**config.mk**
```make
export PLATFORM = sky130hd
export DESIGN_NAME = xu0_strcnt_seq
export DESIGN_NICKNAME = d
export VERILOG_FILES = /design/src/rtl/xu_strcnt_pkg.sv /design/src/rtl/xu0_strcnt_seq.sv
export SDC_FILE = /design/constraint.sdc
export NUM_CORES = 1
export LEC_CHECK = 0
export BUFFER_PORTS_ARGS = -buffer_cell sky130_fd_sc_hd__buf_2
export CAP_MARGIN = 20
export CELL_PAD_IN_SITES_DETAIL_PLACEMENT = 1
export CELL_PAD_IN_SITES_GLOBAL_PLACEMENT = 1
export CORE_MARGIN = 8
export CORE_UTILIZATION = 35
export DETAILED_ROUTE_END_ITERATION = 8
export GPL_TIMING_DRIVEN = 0
export MAX_ROUTING_LAYER = met4
export PLACE_DENSITY = 0.86
export SLEW_MARGIN = 20
export SYNTH_ARGS = -nofsm -noshare
export SYNTH_HDL_FRONTEND = slang
export SYNTH_SLANG_ARGS = --single-unit
```
**constraint.sdc**
```tcl
create_clock -name clk -period 4.8 [get_ports clk]
set_input_delay 0.24 -clock clk [delete_from_list [all_inputs] [get_ports clk]]
set_output_delay 0.24 -clock clk [all_outputs]
set_load 0.1 [all_outputs]
```
**src/rtl/xu_strcnt_pkg.sv**
```systemverilog
// Shared definitions for the lswx/stswx string-count beat sequencer.
// State encodings, beat size and the left-justified byte-enable helper.
package xu_strcnt_pkg;

    localparam logic [1:0] STATE_IDLE  = 2'd0;
    localparam logic [1:0] STATE_ISSUE = 2'd1;
    localparam logic [1:0] STATE_DONE  = 2'd2;

    localparam int BEAT_BYTES = 4;

    typedef enum logic [1:0] {
        IDLE  = STATE_IDLE,
        ISSUE = STATE_ISSUE,
        DONE  = STATE_DONE
    } strcnt_state_e;

    // Byte 0 is the leftmost (most significant) byte of the GPR.
    function automatic logic [0:3] strcnt_be(input int unsigned rem);
        logic [0:3] be;
        case (rem)
            0:       be = 4'b0000;
            1:       be = 4'b1000;
            2:       be = 4'b1100;
            3:       be = 4'b1110;
            default: be = 4'b1111;
        endcase
        return be;
    endfunction

endpackage

```
**src/rtl/xu0_strcnt_seq.sv**
```systemverilog
// XU0 string-count sequencer: splits an lswx/stswx byte count into 4-byte
// GPR beats (EA, big-endian byte enables, GPR) toward the LSU.
module xu0_strcnt_seq
    import xu_strcnt_pkg::*;
#(
    parameter int EA_WIDTH  = 64,
    parameter int CNT_WIDTH = 7
) (
    input  logic                     clk,
    input  logic                     rst,
    input  logic                     dec_seq_val,
    output logic                     seq_dec_rdy,
    input  logic [CNT_WIDTH-1:0]     dec_seq_cnt,
    input  logic [64-EA_WIDTH:63]    dec_seq_ea,
    input  logic [4:0]               dec_seq_rt,
    input  logic                     dec_seq_st,
    input  logic                     dec_seq_flush,
    output logic                     seq_lsu_val,
    input  logic                     lsu_seq_rdy,
    output logic [64-EA_WIDTH:63]    seq_lsu_ea,
    output logic [0:3]               seq_lsu_be,
    output logic [4:0]               seq_lsu_gpr,
    output logic                     seq_lsu_st,
    output logic                     seq_lsu_last,
    output logic                     seq_dec_done
);

    strcnt_state_e             state, state_d;
    logic [CNT_WIDTH-1:0]      rem;
    logic [64-EA_WIDTH:63]     ea_q;
    logic [4:0]                gpr_q;
    logic                      st_q;

    logic                      accept;
    logic                      xfer;
    logic                      last_beat;
    logic [CNT_WIDTH-1:0]      nbytes;

    assign accept    = (state == IDLE) & dec_seq_val & ~dec_seq_flush;
    assign xfer      = (state == ISSUE) & lsu_seq_rdy;
    assign last_beat = (rem <= CNT_WIDTH'(BEAT_BYTES));
    assign nbytes    = last_beat ? rem : CNT_WIDTH'(BEAT_BYTES);

    always_ff @(posedge clk or posedge rst) begin
        if (rst) begin
            state <= IDLE;
        end else begin
            state <= state_d;
        end
    end

    always_comb begin
        state_d = state;
        case (state)
            IDLE:    if (accept) state_d = (dec_seq_cnt == '0) ? DONE : ISSUE;
            ISSUE:   if (lsu_seq_rdy && last_beat) state_d = DONE;
            DONE:    state_d = IDLE;
            default: state_d = IDLE;
        endcase
        // Flush wins over everything, including a same-cycle start or last beat.
        if (dec_seq_flush) state_d = IDLE;
    end

    always_ff @(posedge clk or posedge rst) begin
        if (rst) begin
            rem   <= '0;
            ea_q  <= '0;
            gpr_q <= '0;
            st_q  <= 1'b0;
        end else if (accept) begin
            rem   <= dec_seq_cnt;
            ea_q  <= dec_seq_ea;
            gpr_q <= dec_seq_rt;
            st_q  <= dec_seq_st;
        end else if (xfer) begin
            // EA and GPR wrap naturally at their widths.
            rem   <= rem - nbytes;
            ea_q  <= ea_q + EA_WIDTH'(BEAT_BYTES);
            gpr_q <= gpr_q + 5'd1;
        end
    end

    assign seq_dec_rdy  = (state == IDLE);
    assign seq_lsu_val  = (state == ISSUE);
    assign seq_lsu_ea   = ea_q;
    assign seq_lsu_gpr  = gpr_q;
    assign seq_lsu_st   = st_q;
    assign seq_lsu_be   = (state == ISSUE) ? strcnt_be(32'(rem)) : 4'b0000;
    assign seq_lsu_last = (state == ISSUE) & last_beat;
    assign seq_dec_done = (state == DONE);

endmodule

```
==> results.md, run 1 <==
Route:
- The first routing iteration left around 380 violations.
- The routed via count is 5,119.
- The routed via count divided by cell count is 5.765.
- For this run, design rule violations remaining after detail routing come to 0.
- The routed length per instance is 22.06 µm.
- The final routed wirelength across all metal layers is 19.59 mm.
- The remaining antenna violation count is 0.
- The pre-antenna-repair detailed-routing pass consisted of 7 iterations.

Floorplan:
- The die span in y is 130.6 µm.
- For this configuration, the core starts out at a cell density of 35.28%.
- The die covers 17,060 µm².
- The core region is 13,030 µm².
- The die width is 130.6 µm.
- The count of pins on the block boundary is 160.
- The total number of placement rows is 42.

Critical path:
- The kind of end point of the critical path is a register.
- The critical path in this run is classified as register to register.
- The worst setup path is launched from a register.
- At the worst endpoint, the required time is 5090 ps.
- For the worst setup path, the data arrival time is 3370 ps.
- The largest fanout of any net on the critical path is 10.

Clock network:
- The H-tree was split into 3 levels.
- The clock net sink count is 79.
- The maximum number of buffers from clock root to sink is 2.
- Once the clock tree was built, the setup fixing pass inserted 0 buffers.
- In this run, post-CTS repair resized a total of 0 instances.
- Buffers inserted to repair hold after CTS numbered 1.
- The number of CTS-inserted buffers is 9.
- The clock tree from TritonCTS is built.
- The clock transition at the register clock pins on the worst setup and hold paths after CTS is 70 ps.
- Clock tree synthesis selected as its root buffer the cell sky130_fd_sc_hd__clkbuf_16.
- The clock latency reported for the late side of the worst-skew pair is approximately 350 ps.

Final layout:
- The final-stage net count is 792.
- Once layout is complete, the cells apart from fillers number 888.
- Of the cells placed in the final design, the portion with a size suffix greater than 1 is 28.37%.
- The number of antenna diodes in the final layout is 0.
- The final core utilization is 46.04%.
- Compared with the post-synthesis result, the final layout area differs by 30.50%.

Yosys:
- The total number of yosys warnings is 0.
- The unique cell type count in the Yosys netlist is 55.
- The fraction of the mapped netlist area in adder cells is 0.8163%.
- The mapped netlist covers between 4000 and 5000 µm².
- The synthesized netlist devotes a little under a third of its cell area to simple gates.
- The number of standard cells after synthesis is 535.
- The fraction of synthesized area in multiplexers is 1.116%.
- The number of nets handed over by synthesis was 620.
- After synthesis the netlist holds a flip-flop and latch count of 79.
- By area, the combinational part of the netlist is dominated by simple AND/OR/NAND/NOR gates.
- The register area share after synthesis is 42.99%.
- For this run, the leading register cell type out of synthesis is sky130_fd_sc_hd__dfrtp_1.
- The post-synthesis async set-or-reset flop share is between 90% and 100%.
- The number of enable-type register cells in the synthesized netlist is 0.
- The area share of xor/xnor cells in the synthesized design is 6.667%.
- The post-synthesis compound-gate area fraction is approximately 14%.
- After synthesis, the mean cell area works out to 8.595 µm².

Global route:
- The first-pass GRT wire length is just over 30 mm.
- The number of global-route vias before repair is about 5,500.
- The overflow left after global routing is 0.
- The initial antenna violation count was 0.
- The pin count of the biggest net entering global routing is 51.
- In the global route stage, overall resource usage came out at 24.04%.

Place:
- The HPWL after detailed placement is 14.98 mm.
- Port buffering added 159 buffers.
- The global placement routability congestion is between 0.9 and 1.
- Once placement completed, the tool counted placed cells totaling 871.

Timing:
- The number of failing hold endpoints at the final stage is 0.
- The slew at the pin with the worst max-slew slack is 1163 ps.
- Adding up every negative setup slack in the final design gives 0 ps.
- After layout, the minimum clock period comes to about 3000 ps.
- Setup repair after global routing left no endpoint under its margin.
- The worst setup skew after layout is 9.057 ps.
- For this run, the top clock speed supported by timing is 324.1 MHz.
- Headroom to the max-slew limit came out at 21.39%.
- Of the available clock period, the critical path in the final layout requires 64.28%.
- The number of pins with negative max-slew slack in the final report is 0.
- The final setup violation count is 0.

Run status:
- The run finished with clean final reports.

Worst hold path:
- In this run the worst hold path is classified as primary input to register.

Pwr:
- The peak ir drop on the vdd network is 248.3 µV.
- The leakage power figure is 2.626 nW.
- Power spread over the standard cell area amounts to 698.9 nW/µm².

Run:
- The tool flagged a number of max-cap violations equal to 0.
## layout make-up
cell class / instances / area (µm²)
fill: 1639 / 7032
multi-input combinational: 423 / 2492
sequential: 79 / 1977
timing repair buffer: 161 / 833.3
clock buffer: 10 / 239.0
tap: 176 / 220.2
clock inverter: 6 / 107.6
buffer: 23 / 91.34
inverter: 10 / 40.04
## cell families after synthesis
family                     after synthesis
muxes                                    5
adders and majority gates                3
and+or+nand+nor                        278
xor gates and xnor gates                35
buffers and inverters                   33
DFF                                     79
AOI/OAI and AO/OA                      101
other                                    1
## where the power goes
group | switching [mW] | leakage, nW | total, mW | internal, mW
clock network | 0.296 | 0.168 | 0.817 | 0.521
registers | 0.294 | 0.974 | 1.16 | 0.867
logic | 1.84 | 1.48 | 2.22 | 0.372
total | 2.43 | 2.63 | 4.19 | 1.76
## flip-flops by register name (all words and copies together), names as in the netlist
name / flops
seq_lsu_gpr: 5
seq_lsu_ea: 64
seq_lsu_st: 1
state: 2
rem: 7
## cell usage after synthesis (4+ instances only)
cell type | number | area, µm²
sky130_fd_sc_hd__o211ai_1 | 13 | 97.59
sky130_fd_sc_hd__xnor2_1 | 15 | 131.4
sky130_fd_sc_hd__nor2_1 | 31 | 116.4
sky130_fd_sc_hd__nand4_1 | 30 | 187.7
sky130_fd_sc_hd__dfrtp_1 | 79 | 1977
sky130_fd_sc_hd__nor3_1 | 23 | 115.1
sky130_fd_sc_hd__inv_1 | 10 | 37.54
sky130_fd_sc_hd__or3_1 | 4 | 25.02
sky130_fd_sc_hd__or2_2 | 9 | 56.30
sky130_fd_sc_hd__clkbuf_1 | 17 | 63.81
sky130_fd_sc_hd__nor4_1 | 11 | 68.82
sky130_fd_sc_hd__xor2_1 | 20 | 175.2
sky130_fd_sc_hd__o21ai_0 | 40 | 200.2
sky130_fd_sc_hd__a221o_1 | 8 | 80.08
sky130_fd_sc_hd__o311ai_0 | 4 | 35.03
sky130_fd_sc_hd__and4_1 | 4 | 35.03
sky130_fd_sc_hd__mux2i_1 | 4 | 40.04
sky130_fd_sc_hd__and3_1 | 13 | 81.33
sky130_fd_sc_hd__nand3_1 | 36 | 180.2
sky130_fd_sc_hd__nand2_1 | 95 | 356.6
sky130_fd_sc_hd__a21oi_1 | 13 | 65.06
sky130_fd_sc_hd__and2_1 | 4 | 25.02
sky130_fd_sc_hd__a22oi_1 | 5 | 37.54
## critical path, stage by stage (launching register included)
cell	delay (ps)
sky130_fd_sc_hd__dfrtp_1	360
sky130_fd_sc_hd__clkbuf_2	180
sky130_fd_sc_hd__nor4b_1	1000
sky130_fd_sc_hd__clkbuf_1	570
sky130_fd_sc_hd__clkbuf_1	590
sky130_fd_sc_hd__nand2_1	200
sky130_fd_sc_hd__nand3_1	120
## path summary, 6_finish.rpt
path | cells past startpoint | slack, ps | startpoint | to
min in group asynchronous | 3 | 450 | rst | seq_lsu_ea[44]
min reg2reg | 2 | 480 | seq_lsu_ea[63] | seq_lsu_ea[63]
max reg2reg | 6 | 1710 | state[0] | seq_lsu_ea[28]
max | 6 | 1710 | state[0] | seq_lsu_ea[28]
min | 3 | 80 | dec_seq_ea[23] | seq_lsu_ea[23]
max in group asynchronous | 4 | 3730 | rst | seq_lsu_ea[22]
## cells in the final DEF, fill, tap and decap left out, types with 5 or more instances in the layout
master | netlist | layout
sky130_fd_sc_hd__buf_2 | 3 | 162
sky130_fd_sc_hd__nand2_1 | 95 | 95
sky130_fd_sc_hd__dfrtp_1 | 79 | 79
sky130_fd_sc_hd__o21ai_0 | 40 | 40
sky130_fd_sc_hd__nand3_1 | 36 | 36
sky130_fd_sc_hd__nor2_1 | 31 | 31
sky130_fd_sc_hd__nand4_1 | 30 | 30
sky130_fd_sc_hd__nor3_1 | 23 | 23
sky130_fd_sc_hd__xor2_1 | 20 | 20
sky130_fd_sc_hd__clkbuf_1 | 17 | 17
sky130_fd_sc_hd__xnor2_1 | 15 | 15
sky130_fd_sc_hd__a21oi_1 | 13 | 13
sky130_fd_sc_hd__and3_1 | 13 | 13
sky130_fd_sc_hd__o211ai_1 | 13 | 13
sky130_fd_sc_hd__nor4_1 | 11 | 11
sky130_fd_sc_hd__inv_1 | 10 | 9
sky130_fd_sc_hd__or2_2 | 9 | 9
sky130_fd_sc_hd__clkbuf_16 | 0 | 9
sky130_fd_sc_hd__a221o_1 | 8 | 8
sky130_fd_sc_hd__a22oi_1 | 5 | 5
## metal layers
layer  vias to the layer above  track usage (%)  part of all wire (%)
met5                         -                -                     0
met1                      2590            28.74                    42
met4                         0            10.94                   2.9
met2                       184            38.92                    49
li1                       2304                -                     -
met3                        41            4.343                   5.6
## through the flow
| step | cell area, µm² | setup slack (ps) | hold slack [ps] | total power [mW] |
|---|---|---|---|---|
| 2_1_floorplan | 4598 | 871.7 | 310.8 | 2.883 |
| 3_3_place_gp | 5614 | 1404 | 430.5 | 3.319 |
| 3_5_place_dp | 5644 | 1760 | 277.1 | 3.377 |
| 4_1_cts | 6001 | 1740 | 76.67 | 4.201 |
| 5_1_grt | 6001 | 1595 | 83.53 | 4.347 |
| 6_report | 6001 | 1715 | 80.83 | 4.194 |
No activity file was read; power rests on OpenSTA's default activity.
==> run 2: changes to the inputs <==
- ABC_AREA: not set -> 1
- CORE_UTILIZATION: 35 -> 33
- clock period: 4.8 -> 2.8 ns (I/O delays scaled with it)
==> run 2 against run 1 <==
  * Sequential share of layout area is 6.6 points lower
  * Combinational power up 110%
  * Area after synthesis increased by 31%
  * Wire length is 41% higher
  * Flip-flop and latch count is the same
  * Largest power group unchanged
  * First-iteration DRC count is 24% higher
  * Utilization decreased by 4.2 points
==> results.md, run 2 <==
Pwr:
- The total chip power is 7.962 mW (+90%).
- The peak ir drop on the vdd network is 627.7 µV (+150%).
- The total power density per cell area is 1060 nW/µm² (+52%).
- The internal power contribution came to 2.938 mW (+67%).
- The leakage power figure is 3.831 nW (+46%).
- The total net switching power is 5.024 mW (+110%).
- The relative contribution of combinational cells to total power was 58.1% (+5.3 points).
- The part of the total power dissipated in the clock network is 14.8% (-4.7 points).
- The share of total power in sequential cells is 27.1% (-0.6 points).
- The switching part of the total is 63.11% (+5.1 points).

Critical path:
- The depth of the most critical reg-to-reg path is 5 (-1).
- The worst path required time is 2990 ps (-2100 ps).
- Traced cell by cell, the critical path runs through nor2_2, nand3_1, clkinv_1, clkbuf_1, o21ai_0.
- The largest fanout of any net on the critical path is 10 (unchanged).
- The biggest cell delay along the critical path was 680 ps (-320 ps).
- The master of the slowest instance on the critical path is sky130_fd_sc_hd__clkbuf_1.
- The worst setup path is launched from a register.
- The worst setup path is captured at a register.
- The worst reg-to-reg setup slack is 450 ps (-1260 ps).
- The capture instance of the worst register-to-register path is rem[0].
- The worst register-to-register path begins at state[0].
- The critical setup path kind is register to register.
- The critical path arrival is 2540 ps (-830 ps).

Yosys:
- The share of the synthesized area in the top cell type was 32.83% (-10 points).
- The synthesized netlist net count is 1,058 (+71%).
- Sorting the synthesized cells by area gives the leading types as sky130_fd_sc_hd__dfrtp_1 (33%), sky130_fd_sc_hd__nand2_1 (21%), sky130_fd_sc_hd__nand3_1 (8.3%).
- The post-synthesis async set-or-reset flop share is 100.0% (unchanged).
- The register area share after synthesis is 32.83% (-10 points).
- Sorting the synthesized cells by how often they occur yields sky130_fd_sc_hd__nand2_1 (329), sky130_fd_sc_hd__nor2_1 (127), sky130_fd_sc_hd__inv_1 (115), sky130_fd_sc_hd__nand3_1 (100), sky130_fd_sc_hd__dfrtp_1 (79).
- The total number of yosys warnings is 0 (unchanged).
- The number of enable-type register cells in the synthesized netlist is 0 (unchanged).
- The leading area contributor after synthesis is sky130_fd_sc_hd__dfrtp_1.
- The cell area after technology mapping was 6022 µm² (+31%).
- The average instance area after synthesis is 6.189 µm² (-28%).
- The unique cell type count in the Yosys netlist was 37 (-33%).
- The number of register bits inferred by synthesis is 79 (unchanged).
- The number of standard cells after synthesis was 973 (+82%).
- In the synthesized netlist the dominant register cell turns out to be sky130_fd_sc_hd__dfrtp_1.
- The most frequently used cell type in the post-synthesis netlist is sky130_fd_sc_hd__nand2_1.

Place:
- The global placement routability congestion is 0.9542 (+4.9%).
- The half-perimeter wire length of the detailed placement result is 22.20 mm (+48%).
- The quantity of I/O buffers inserted on ports is 159 (unchanged).
- The number of placed instances, taps included is 1,362 (+56%).

Run:
- The max-cap check violation count was 0 (unchanged).

Floorplan:
- The area inside the core boundary is 17,960 µm² (+38%).
- The die width is 151.1 µm (+16%).
- The starting utilization of the core area is 33.52% (-1.8 points).
- The die span in y is 151.1 µm (+16%).
- The count of pins on the block boundary is 160 (unchanged).
- The die outline area came to 22,830 µm² (+34%).
- The total number of placement rows was 49 (+17%).

Global route:
- The overflow left after global routing is 0 (unchanged).
- The number of global-route vias before repair came to 7,561 (+38%).
- The first-pass GRT wire length is 42.49 mm (+40%).
- The initial antenna violation count is 0 (unchanged).
- The overall track demand over capacity in global routing is 25.12% (+1.1 points).
- The pin count of the biggest net entering global routing is 51 (unchanged).

Timing:
- The total negative setup slack is 0 ps (unchanged).
- The worst setup skew after layout is 8.898 ps (-0.1594 ps).
- The post-route fraction of the period consumed by the critical path came to 83.87% (+20 points).
- The number of failing hold endpoints at the final stage came to 0 (unchanged).
- Setup repair after global routing left no endpoint under its margin.
- The shortest period the worst path allows is 2348 ps (-736.9 ps).
- The final setup violation count is 0 (unchanged).
- The number of pins with negative max-slew slack in the final report is 0 (unchanged).
- The highest achievable clock rate is 425.8 MHz (+31%).
- The slew at the pin with the worst max-slew slack is 849.6 ps (-313.3 ps).
- The worst hold slack after final layout is 9.701 ps (-71.13 ps).
- The tightest slew margin relative to the limit was 43.36% (+22 points).

Clock network:
- The maximum number of buffers from clock root to sink came to 2 (unchanged).
- The clock transition at the register clock pins on the worst setup and hold paths after CTS is 70 ps (about the same).
- The clock root buffer master is sky130_fd_sc_hd__clkbuf_16.
- The H-tree depth is 3 (unchanged).
- The clock net sink count is 79 (unchanged).
- The clock latency reported for the late side of the worst-skew pair is 350 ps (about the same).
- TritonCTS built the clock tree.
- The post-CTS setup buffer count is 0 (unchanged).
- The number of CTS-inserted buffers is 9 (unchanged).

Run status:
- The run finished with clean final reports.

Worst hold path:
- The path with the worst hold slack has its endpoint at seq_lsu_ea[48].
- The class of the tightest hold or removal check is primary input to register.
- In this run the most critical hold path is launched from dec_seq_ea[48].
- The number of cells traversed by the worst hold path came to 3 (unchanged).

Final layout:
- The final-stage net count is 1,238 (+56%).
- The layout cell share with drive strength beyond 1 is 20.57% (-7.8 points).
- The final cell count without fillers is 1,386 (+56%).
- The library cell used most frequently in the layout, excluding fill and tap cells, is sky130_fd_sc_hd__nand2_1.
- The top cell types in the final layout, fill and taps aside, are sky130_fd_sc_hd__nand2_1 (329), sky130_fd_sc_hd__buf_2 (171), sky130_fd_sc_hd__nor2_1 (127), sky130_fd_sc_hd__inv_1 (114), sky130_fd_sc_hd__nand3_1 (100).
- The area taken by flip-flops and latches is 1977 µm² (unchanged).
- The count of filler cells inserted in the layout is 2,454 (+50%).
- The multi-input gate area in the final layout is 3483 µm² (+40%).
- The flip-flop count of the largest register after layout is 64 (unchanged).
- The final antenna diode count is 0 (unchanged).
- The area overhead of the layout relative to synthesis is 24.77%.

Route:
- The total DRC errors in the routed layout came to 0 (unchanged).
- The routed via count divided by cell count is 5.245 (-9.0%).
- The remaining antenna violation count came to 0 (unchanged).
- The routed length per instance is 19.92 µm (-9.7%).
- The final routed wirelength across all metal layers is 27.61 mm (+41%).
- The number of iterations in the first detailed-routing pass is 5 (-2).
- The routed via count is 7,270 (+42%).
- The number of DRC markers after the initial detailed-route iteration is 467 (+24%).
-- run 2: cell count changes in the layout (fill, tap and decap cells not counted), sizes merged, moves of 13 or more --
cell   before  now
and3       13    0
inv        10  119
nand2      95  347
nand3      36  100
nand4      31   16
nor2       31  149
nor3       24   11
o21ai      41   61
xor2       20    4
-- run 2: what timing repair did --
item / 4_1_cts / 5_1_grt
resized for setup: 0 / 0
hold buffers: 9 / 0
endpoints found under the hold margin: 37 / 0
-- run 2: cells by family (layout without fill, tap and decap cells) --
kind of cell / after synthesis / count (layout) / share of synthesized area, %
buffers and inverters: 146 / 330 / 9.412
flip-flops: 79 / 79 / 32.83
AND/OR/NAND/NOR: 628 / 628 / 45.46
other: 1 / 1 / 0.06227
XOR/XNOR: 10 / 10 / 1.454
adder cells (fa/ha/maj): 3 / 3 / 0.6234
AO/OA/AOI/OAI: 106 / 106 / 10.16
-- run 2: per-stage QoR --
stage | utilization, % | setup slack, ps | area (µm²)
6_report | 41.83 | 451.6 | 7513
5_1_grt | 41.83 | 350.8 | 7513
3_3_place_gp | 39.58 | -608.3 | 7109
4_1_cts | 41.83 | 530.4 | 7513
2_1_floorplan | - | 61.08 | 6027
3_5_place_dp | 39.74 | 516.4 | 7139
-- run 2: critical path, delay by kind of cell, from the launching register on --
kind                   cells  cell delay, ps
buffers and inverters      2            1020
AND/OR/NAND/NOR            2             500
flip-flops                 1             430
AO/OA/AOI/OAI              1             230
-- run 2: layer usage --
layer  vias to the layer above  global-route usage [%]  part of all wire, %
li1                       3454                       -                    -
met1                      3535                   32.11                   45
met2                       245                   40.04                   46
met3                        36                   3.436                  6.1
met4                         0                   8.857                  2.5
met5                         -                       -                    0
-- run 2: worst max path at each step --
stage | start | to
floorplan | state[1] | seq_lsu_be[1]
global placement | rst | seq_lsu_ea[2]
detailed placement | state[0] | seq_lsu_ea[21]
CTS | state[0] | seq_lsu_ea[21]
global route | state[0] | rem[0]
finish | state[0] | rem[0]
-- run 2: layout make-up --
type | instances | area share (%)
clock inverters | 4 | 0.4163
multi-input cells | 748 | 46.36
repair buffers | 169 | 12.16
flip-flops and latches | 79 | 26.31
clock buffers | 11 | 3.364
plain buffers | 25 | 1.499
inverters | 121 | 6.078
well taps | 229 | 3.813
-- run 2: power by group through the flow --
stage	Clock, mW	Sequential (mW)	Combinational (mW)
final	1.18	2.16	4.63
after global routing	1.22	2.22	4.87
after CTS	1.19	2.14	4.64
after detailed placement	0	2.16	4.62
after global placement	0	2.14	4.53
after floorplan	0	4.40	1.25
==> run 3: changes to the inputs <==
- ABC_AREA: 1 -> 0
- CORE_UTILIZATION: 33 -> 35
- clock period: 2.8 -> 2.37 ns (I/O delays scaled with it)
==> run 3 against run 2 <==
  * The flow now finishes with violations (negative hold slack, negative setup slack)
  * Critical path type unchanged
  * Critical endpoint is now seq_lsu_ea[11]
  * Final cell count is 32% lower
  * Flip-flop and latch count stayed put
  * Largest power group unchanged
  * First-iteration DRC count is 29% lower
  * Utilization is 9.8 points higher
  * Non-clock buffer count is 41 higher
  * Wire length is 25% lower
  * Combinational power hardly changed
==> results.md, run 3 (synthesized netlist as in run 1, its figures left out) <==
Clock network:
- The clock net sink count is 79 (unchanged).
- The number of CTS-inserted buffers is 9 (unchanged).
- The H-tree depth is 3 (unchanged).
- The maximum number of buffers from clock root to sink was 2 (unchanged).
- The clock transition at the register clock pins on the worst setup and hold paths after CTS is 70 ps (about the same).
- The clock latency reported for the late side of the worst-skew pair is 350 ps (about the same).
- The clock root buffer master is sky130_fd_sc_hd__clkbuf_16.
- TritonCTS built the clock tree.

Place:
- The number of placed instances, taps included was 871 (-36%).
- The half-perimeter wire length of the detailed placement result is 14.77 mm (-33%).
- The quantity of I/O buffers inserted on ports is 159 (unchanged).
- The global placement routability congestion is 0.8847 (-7.3%).
- The worst-case setup slack after placement was -521.6 ps (-1038 ps).

Pwr:
- The relative contribution of combinational cells to total power is 54.0% (-4.1 points).
- The total power density per cell area came to 1283 nW/µm² (+21%).
- The leakage power figure was 2.910 nW (-24%).
- The part of the total power dissipated in the clock network is 17.8% (+3.0 points).
- The total chip power came to 8.633 mW (+8.4%).
- The peak ir drop on the vdd network is 581.4 µV (-7.4%).
- The total net switching power was 5.025 mW (about the same).
- The switching part of the total is 58.21% (-4.9 points).
- The share of total power in sequential cells was 28.2% (+1.1 points).
- The internal power contribution is 3.608 mW (+23%).

Floorplan:
- The area inside the core boundary was 13,030 µm² (-27%).
- The die outline area is 17,060 µm² (-25%).
- The die span in y is 130.6 µm (-14%).
- The count of pins on the block boundary is 160 (unchanged).
- The total number of placement rows is 42 (-14%).
- The starting utilization of the core area is 35.28% (+1.8 points).
- The die width was 130.6 µm (-14%).

Final layout:
- The flip-flop count of the largest register after layout was 64 (unchanged).
- The final-stage net count was 843 (-32%).
- The final cell count without fillers is 939 (-32%).
- The most common library cell in the layout ignoring fill and taps is sky130_fd_sc_hd__buf_2.
- The multi-input gate area in the final layout is 2704 µm² (-22%).
- The final antenna diode count is 0 (unchanged).
- The count of filler cells inserted in the layout is 1,605 (-35%).
- The area overhead of the layout relative to synthesis is 46.34%.
- The area taken by flip-flops and latches came to 2044 µm² (+3.4%).
- The final core utilization was 51.63% (+9.8 points).
- In the layout the commonest cells are sky130_fd_sc_hd__buf_2 (165), sky130_fd_sc_hd__nand2_1 (95), sky130_fd_sc_hd__dfrtp_2 (54), sky130_fd_sc_hd__o21ai_0 (40), sky130_fd_sc_hd__nand3_1 (33).
- The layout cell share with drive strength beyond 1 is 41.42% (+21 points).

Critical path:
- Following the worst setup path forward leads to its endpoint at seq_lsu_ea[11].
- The kind of start point of the critical path is a register.
- The biggest cell delay along the critical path is 410 ps (-270 ps).
- The depth of the most critical reg-to-reg path was 8 (+3).
- In this run the worst setup path begins at seq_lsu_ea[60].
- The largest fanout of any net on the critical path was 6 (-4).
- Walking the worst path, the cells encountered are ha_2, nand4b_1, nor4_4, buf_4, nand2_1, nor3_2, xnor2_1, o21ai_0.
- The critical path arrival is 2610 ps (+70 ps).
- The setup path with the least slack is of type register to register.
- The worst reg-to-reg setup slack is -20 ps (-470 ps).
- The capture instance of the worst register-to-register path is seq_lsu_ea[11].
- The master of the slowest instance on the critical path is sky130_fd_sc_hd__dfrtp_2.
- In this run the critical register-to-register path is launched from seq_lsu_ea[60].
- The worst path required time is 2590 ps (-400 ps).
- The worst setup path is captured at a register.

Global route:
- The initial antenna violation count is 0 (unchanged).
- The overflow left after global routing is 0 (unchanged).
- The overall track demand over capacity in global routing is 24.47% (-0.65 points).
- The number of global-route vias before repair is 5,634 (-25%).
- The pin count of the biggest net entering global routing came to 42 (-18%).
- The first-pass GRT wire length is 30.86 mm (-27%).

Timing:
- The number of pins with negative max-slew slack in the final report came to 0 (unchanged).
- The final setup violation count is 2 (+2).
- The worst setup skew after layout is 12.17 ps (+3.273 ps).
- The smallest setup slack after layout is -20.57 ps (-472.2 ps).
- The total negative setup slack is -29.13 ps (-29.13 ps).
- The highest achievable clock rate was 418.3 MHz (-1.8%).
- The post-route fraction of the period consumed by the critical path is 100.9% (+17 points).
- The number of failing hold endpoints at the final stage is 3 (+3).
- The tightest slew margin relative to the limit was 47.87% (+4.5 points).
- The slew at the pin with the worst max-slew slack came to 774.8 ps (-74.73 ps).
- The shortest period the worst path allows is 2391 ps (+42.19 ps).
- The worst hold slack after final layout is -3.406 ps (-13.11 ps).
- Setup repair after global routing could not meet its margin everywhere.

Run status:
- The checks that failed: negative hold slack, negative setup slack.
- The flow ran to the end, but the final reports show violations.

Worst hold path:
- The beginning of the worst hold path is dec_seq_ea[49].
- The min-delay analysis places its worst path in the category primary input to register.
- The number of cells traversed by the worst hold path came to 3 (unchanged).

Route:
- The routed via count divided by cell count came to 5.728 (+9.2%).
- The number of iterations in the first detailed-routing pass is 6 (+1).
- The final routed wirelength across all metal layers is 20.84 mm (-25%).
- The routed via count came to 5,379 (-26%).
- The remaining antenna violation count is 0 (unchanged).
- The total DRC errors in the routed layout was 0 (unchanged).
- The routed length per instance was 22.19 µm (+11%).
- The number of DRC markers after the initial detailed-route iteration is 330 (-29%).

Run:
- The max-cap check violation count was 0 (unchanged).
## run 3: changes by cell type in the layout (fill, tap and decap cells not counted), moves of 14 or more
cell	before	now
sky130_fd_sc_hd__buf_4	1	23
sky130_fd_sc_hd__dfrtp_1	79	25
sky130_fd_sc_hd__dfrtp_2	0	54
sky130_fd_sc_hd__dlygate4sd3_1	9	30
sky130_fd_sc_hd__inv_1	114	8
sky130_fd_sc_hd__nand2_1	329	95
sky130_fd_sc_hd__nand2_2	16	0
sky130_fd_sc_hd__nand3_1	100	33
sky130_fd_sc_hd__nand4_1	16	30
sky130_fd_sc_hd__nor2_1	127	28
sky130_fd_sc_hd__o21ai_0	57	40
sky130_fd_sc_hd__xor2_1	4	20
## run 3: what timing repair did
action                                 CTS  global route
setup endpoints to repair               68            36
resized for setup                       20            17
endpoints found under the hold margin   67             0
cloned                                   0             0
buffers inserted                         6            17
hold buffers                            30             0
pin swaps                                5             9
## run 3: worst min-delay path by stage
stage,end,slack (ps)
floorplan,state[1],190
global route,seq_lsu_ea[57],7
global placement,seq_lsu_ea[63],310
finish,seq_lsu_ea[49],-3
detailed placement,seq_lsu_ea[3],200
CTS,seq_lsu_ea[57],0.009
## run 3: power groups by stage
stage	Clock, mW	Sequential [mW]	Combinational, mW
final	1.54	2.43	4.66
after global routing	1.60	2.49	4.84
after CTS	1.54	2.40	4.60
after detailed placement	0	2.41	4.52
after global placement	0	2.36	4.46
after floorplan	0	4.83	1.11
## run 3: final cells by class
cell class                      instances  area share [%]
Clock buffer                           10           3.552
Inverter                               10          0.6508
Multi-Input combinational cell        423           40.18
Timing Repair Buffer                  213           19.26
Clock inverter                          6           1.246
Tap cell                              176           3.273
Buffer                                 22           1.450
Sequential cell                        79           30.38
## run 3: layer usage
metal  wire, µm  part of all wire, %  track usage (%)
met1       8448                   41            28.56
met2      10320                   50            40.92
met3       1382                  6.6            4.789
met4        685                  3.3            9.521
met5          0                    0                -
## run 3: through the flow
step	instance area [µm²]	hold slack, ps
2_1_floorplan	4720	189.3
3_3_place_gp	5736	308.4
3_5_place_dp	5766	203.1
4_1_cts	6520	0.009270
5_1_grt	6729	6.743
6_report	6729	-3.406
## run 3: critical path: cells and delay by family (launching register included)
family	cells	cell delay, ps
AND/OR/NAND/NOR	4	1160
flip-flops	1	410
adder cells (fa/ha/maj)	1	220
buffers and inverters	1	200
XOR/XNOR	1	160
AO/OA/AOI/OAI	1	90
